<file path="config.mk">
export PLATFORM = sky130hd
export DESIGN_NAME = led_scheduler
export DESIGN_NICKNAME = d
export VERILOG_FILES = /design/src/rtl/led_scheduler.sv
export SDC_FILE = /design/constraint.sdc
export NUM_CORES = 1
export LEC_CHECK = 0
export CORE_MARGIN = 5
export CORE_UTILIZATION = 40
export CTS_CLUSTER_SIZE = 25
export DETAILED_ROUTE_END_ITERATION = 12
export HOLD_SLACK_MARGIN = 0.12
export PLACE_DENSITY_LB_ADDON = 0.08
export SYNTH_ARGS = -nofsm -noshare
export SYNTH_HDL_FRONTEND = slang
export SYNTH_SLANG_ARGS = --single-unit
export TNS_END_PERCENT = 20
</file>
<file path="constraint.sdc">
create_clock -name clock -period 3.6 [get_ports clock]
set_clock_uncertainty 0.2 [all_clocks]
set_input_delay 0.9 -clock clock [delete_from_list [all_inputs] [get_ports clock]]
set_output_delay 0.9 -clock clock [all_outputs]
set_load 0.02 [all_outputs]
</file>
<file path="src/rtl/led_scheduler.sv">
// LED bank scheduler: round-robin time-sharing of one 8-bit LED bank between
// NSRC requesters. Each owner holds the bank for at most HOLD_TICKS ticks of
// the 100 Hz enable. Between owners the bank is blanked for at least one tick.
module led_scheduler #(
    parameter int NSRC       = 4,
    parameter int HOLD_TICKS = 50
) (
    input  logic              clock,
    input  logic              reset,
    input  logic              tick_100Hz,
    input  logic [NSRC-1:0]   req,
    input  logic [8*NSRC-1:0] pat_bus,
    output logic [7:0]        LEDOut,
    output logic [NSRC-1:0]   grant,
    output logic              busy
);

    // Index width; kept at least one bit so a single-source build still elaborates.
    localparam int IW = (NSRC > 1) ? $clog2(NSRC) : 1;
    // Hold count at which a pending tick ends the grant.
    localparam logic [7:0] HOLD_LAST = 8'(HOLD_TICKS - 1);
    localparam logic [IW-1:0] LAST_RST = IW'(NSRC - 1);

    typedef enum logic [1:0] {
        ST_IDLE  = 2'd0,
        ST_GRANT = 2'd1,
        ST_GAP   = 2'd2
    } state_t;

    state_t          r_state;
    state_t          w_state_next;
    logic [NSRC-1:0] r_grant;
    logic [NSRC-1:0] w_grant_next;
    logic [IW-1:0]   r_idx;        // index of the current owner
    logic [IW-1:0]   w_idx_next;
    logic [IW-1:0]   r_last;       // index of the most recently released owner
    logic [IW-1:0]   w_last_next;
    logic [7:0]      r_hold;       // ticks spent in the current grant
    logic [7:0]      w_hold_next;
    logic [7:0]      r_led;
    logic [7:0]      w_led_next;
    logic            r_busy;
    logic            w_busy_next;

    logic [7:0]      w_pat [NSRC];
    logic            w_win_valid;
    logic [IW-1:0]   w_win_idx;
    logic            w_release;

    // Unpack the per-source pattern slices.
    generate
        for (genvar gi = 0; gi < NSRC; gi++) begin : g_pat
            assign w_pat[gi] = pat_bus[8*gi +: 8];
        end
    endgenerate

    // Round-robin pick: the first requester found after r_last, wrapping.
    // Scanning from the farthest offset toward the nearest lets the nearest
    // requester overwrite, which gives it priority.
    always_comb begin
        logic [IW-1:0] w_cand;
        w_win_valid = 1'b0;
        w_win_idx   = '0;
        w_cand      = '0;
        for (int off = NSRC; off >= 1; off--) begin
            w_cand = IW'((int'(r_last) + off) % NSRC);
            if (req[w_cand]) begin
                w_win_valid = 1'b1;
                w_win_idx   = w_cand;
            end
        end
    end

    // The grant ends on the last allowed tick or when the owner lets go.
    // If both happen on the same edge, this is still a single release.
    assign w_release = (tick_100Hz && (r_hold == HOLD_LAST)) || !req[r_idx];

    // Next-state and next-output logic for the IDLE / GRANT / GAP machine.
    always_comb begin
        w_state_next = r_state;
        w_grant_next = r_grant;
        w_idx_next   = r_idx;
        w_last_next  = r_last;
        w_hold_next  = r_hold;
        w_led_next   = r_led;
        case (r_state)
            ST_IDLE: begin
                w_grant_next = '0;
                w_led_next   = 8'h00;
                w_hold_next  = 8'h00;
                if (w_win_valid) begin
                    w_state_next = ST_GRANT;
                    w_idx_next   = w_win_idx;
                    w_grant_next = NSRC'(1) << w_win_idx;
                    // Load the pattern now so LEDOut is valid together with grant.
                    w_led_next   = w_pat[w_win_idx];
                end
            end
            ST_GRANT: begin
                w_led_next = w_pat[r_idx];
                if (w_release) begin
                    w_state_next = ST_GAP;
                    w_grant_next = '0;
                    w_led_next   = 8'h00;
                    w_hold_next  = 8'h00;
                    w_last_next  = r_idx;
                end else if (tick_100Hz) begin
                    w_hold_next = r_hold + 8'd1;
                end
            end
            ST_GAP: begin
                w_grant_next = '0;
                w_led_next   = 8'h00;
                w_hold_next  = 8'h00;
                if (tick_100Hz) begin
                    w_state_next = ST_IDLE;
                end
            end
            default: begin
                w_state_next = ST_IDLE;
                w_grant_next = '0;
                w_led_next   = 8'h00;
                w_hold_next  = 8'h00;
            end
        endcase
        w_busy_next = (w_state_next != ST_IDLE);
    end

    // State and output registers. Reset overrides every transition.
    always_ff @(posedge clock) begin
        if (reset) begin
            r_state <= ST_IDLE;
            r_grant <= '0;
            r_idx   <= '0;
            r_last  <= LAST_RST;
            r_hold  <= 8'h00;
            r_led   <= 8'h00;
            r_busy  <= 1'b0;
        end else begin
            r_state <= w_state_next;
            r_grant <= w_grant_next;
            r_idx   <= w_idx_next;
            r_last  <= w_last_next;
            r_hold  <= w_hold_next;
            r_led   <= w_led_next;
            r_busy  <= w_busy_next;
        end
    end

    assign LEDOut = r_led;
    assign grant  = r_grant;
    assign busy   = r_busy;

endmodule

</file>
==> flow_metrics.py <==
metrics = {
    "power": {
        "ir_worst_vdd_mv": 0.239,
        "p_leak_nw": 0.852,
        "p_per_area_nw_per_um2": 425,
        "finalPower_w": 0.000975,
    },
    "final_layout": {
        "instances_no_fill": 273,
        "fin_area_sq_um": 2290,
        "diodes": 0,
        "register_area_sq_um": 541,
        "layout-drive-gt1-share_pct": 15.2,
        "multiInputGateArea_sq_um": 1050,
        "fin_nets": 265,
        "nFillCells": 377,
        "syn_to_final_growth_pct": 36.0,
    },
    "synthesis": {
        "synth_top_cell_by_area": "dfxtp_1",
        "synth-seq-cells": 27,
        "yosysWarnings": 0,
        "ys_top_cells_by_area": "dfxtp_1 32%, mux4_2 12%, mux2_2 5.3%, a211o_1 5.2%, a211oi_1 4.5%",
        "synth_common_cells": "27 x dfxtp_1, 18 x nor2_1",
        "synth_edf_count": 0,
        "synth_area_sq_um": 1690,
        "synth-main-ff-cell": "dfxtp_1",
        "async_flop_share_pct": 0,
        "syn-num-nets": 214,
        "avgSynthCellArea_sq_um": 9.74,
        "ys_seq_area_share_pct": 32.1,
        "synth_most_common_cell": "dfxtp_1",
        "ys_types": 40,
        "yosysTopAreaCellShare_pct": 32.1,
        "syn_inst": 173,
    },
    "worst_hold_path": {
        "min_path_type": "flip-flop to flip-flop",
    },
    "routing": {
        "routed_wl_microns": 4660,
        "vias_per_cell": 5.66,
        "num_vias": 1546,
        "wire_per_inst_microns": 17.1,
        "drc": 0,
        "first_iter_violations": 122,
        "ant_nets": 0,
        "drtPass1Iterations": 4,
    },
    "worst_setup_path": {
        "crit_path_cell_trace": "clkdlybuf4s50_1, o21ai_1, nand3_1, buf_4, mux2_2, a211o_1",
        "endpoint_kind": "flip-flop",
        "critical_path_required_ns": 3.57,
        "crit_path_top_delay_cell": "o21ai_1",
        "start_kind": "input pin",
        "crit_path_max_incr_delay_ns": 0.60,
        "cp_top_family": "compound AO/OA/AOI/OAI gates",
        "critPathArrivalTime_ns": 3.00,
        "criticalPathCategory": "input pin to flip-flop",
        "cp_num_buf_inv": 2,
        "path_max_fanout": 9,
    },
    "floorplan": {
        "coreArea_sq_um": 4030,
        "die_w_microns": 74.9,
        "ios": 52,
        "placementRows": 23,
        "die_height_microns": 74.9,
        "dieArea_sq_um": 5610,
        "floorplan.initialDensity_pct": 41.8,
    },
    "flow_run": {
        "maxCapViolCount": 0,
    },
    "timing": {
        "setup_viol": 0,
        "slew_violations": 0,
        "fin_hold_ws_ns": 0.281,
        "final_hold_viol_count": 0,
        "min_period_over_period_pct": 84.4,
        "worst_pin_slew_ns": 0.786,
        "relSlewSlack_pct": 47.3,
        "rsz0062_at_grt": "no",
        "fmax_mhz": 329,
        "fin_setup_tns_ns": 0,
        "fin_crit_ns": 3.04,
    },
    "placement": {
        "post-dp-hpwl_microns": 3500,
        "globalplace.congestion": 0.793,
        "dpl.cell_count": 269,
        "placed_area_sq_um": 2250,
        "portBuffers": 51,
    },
    "outcome": {
        "status": "finished, final reports clean",
    },
    "clock_network": {
        "clockRootBuffer": "clkbuf_8",
        "holdBufCountCts": 0,
        "htreeDepth": 1,
        "postCtsSetupRepairBufs": 0,
        "cts_sinks": 27,
        "clk_pin_slew_ns": 0.09,
        "cts_resized": 0,
        "cts_buffers": 3,
        "cts_buffer_depth": 2,
        "clock_latency_ns": 0.27,
        "cts_tree": "built",
    },
    "global_routing": {
        "grt-ovfl-total": 0,
        "grt_antenna_before_repair": 0,
        "grt_pass1_vias": 1562,
        "grt_max_degree": 15,
        "track_usage_pct": 16.7,
        "grt_pass1_wl_microns": 7310,
    },
}
## per-stage QoR
stage,utilization [%],setup WS (ns)
final,56.9,0.562
after detailed placement,55.8,0.334
after global placement,55.8,0.367
after floorplan,-,0.939
after global routing,56.9,0.449
after CTS,56.9,0.596
## registers in the layout, indices dropped and copies added (netlist names)
signal	flops
grant	4
busy	1
LEDOut	8
r_last	2
r_hold	8
r_state	2
r_idx	2
## path summary, 6_finish.rpt
| kind | start | end | slack [ns] | cells past startpoint |
|---|---|---|---|---|
| worst max-delay path | req[3] | LEDOut[6] | 0.56 | 6 |
| worst min-delay path | grant[1] | grant[1] | 0.28 | 2 |
| worst max register to register | r_idx[0] | LEDOut[1] | 1.15 | 6 |
| worst min register to register | grant[1] | grant[1] | 0.28 | 2 |
## final cells by class
cell class / instances / area share, %
clock buffers: 4 / 1.97
inverters: 7 / 1.15
multi-input cells: 126 / 45.7
flip-flops and latches: 27 / 23.6
well taps: 50 / 2.73
repair buffers: 59 / 24.9
## worst reg2reg max path, cell delays in order (launching register included)
cell and delay, ns:
dfxtp_1 0.74, mux4_2 0.61, o41ai_2 0.08, or3_1 0.18, buf_4 0.20, nor2b_1 0.07
a211o_1 0.27
## per-layer routing
layer,track usage [%],vias up,routed length (microns)
li1,-,758,-
met1,21.9,725,2080
met2,26.8,55,2150
met3,4.41,8,358
met4,5.14,0,70
met5,0,-,0
## cells in the final DEF (no fill, tap or decap)
cell type,Yosys,routed
a211o_1,10,10
a211oi_1,10,10
a21o_1,1,1
a21oi_1,3,3
a22o_1,2,2
a22oi_1,1,1
a31oi_1,1,1
and3_1,1,1
buf_4,3,8
clkbuf_1,5,1
clkbuf_8,0,3
clkdlybuf4s50_1,0,51
dfxtp_1,27,27
ha_1,2,2
inv_1,7,7
mux2_2,8,8
mux4_2,9,9
nand2_1,3,3
nand2b_1,4,4
nand3_1,3,3
nand4_1,10,10
nor2_1,18,18
nor2b_1,10,10
nor3_1,1,1
nor3b_2,1,1
o21a_1,2,2
o21ai_1,1,1
o21ai_4,1,1
o22ai_1,1,1
o31ai_1,8,8
o32ai_1,2,2
o41ai_2,2,2
or2_2,1,1
or3_1,1,1
or3b_2,1,1
or4b_1,1,1
xnor2_1,4,4
xor2_1,3,3
## report_power, final
part | internal (W) | leakage (nW) | switching, W
Combinational | 0.000230 | 0.608 | 0.000186
Clock | 0.0000793 | 0.0228 | 0.0000943
Sequential | 0.000343 | 0.221 | 0.0000434
Total | 0.000652 | 0.852 | 0.000323
## logic make-up after synthesis
logic type               share of synthesized area (%)
AO/OA/AOI/OAI                                     21.9
XOR/XNOR                                          3.64
adder cells (fa/ha/maj)                           1.48
buffers and inverters                             5.79
flip-flops                                        32.1
multiplexers                                      17.4
AND/OR/NAND/NOR                                   17.7
(Power assumes the default switching activity.)
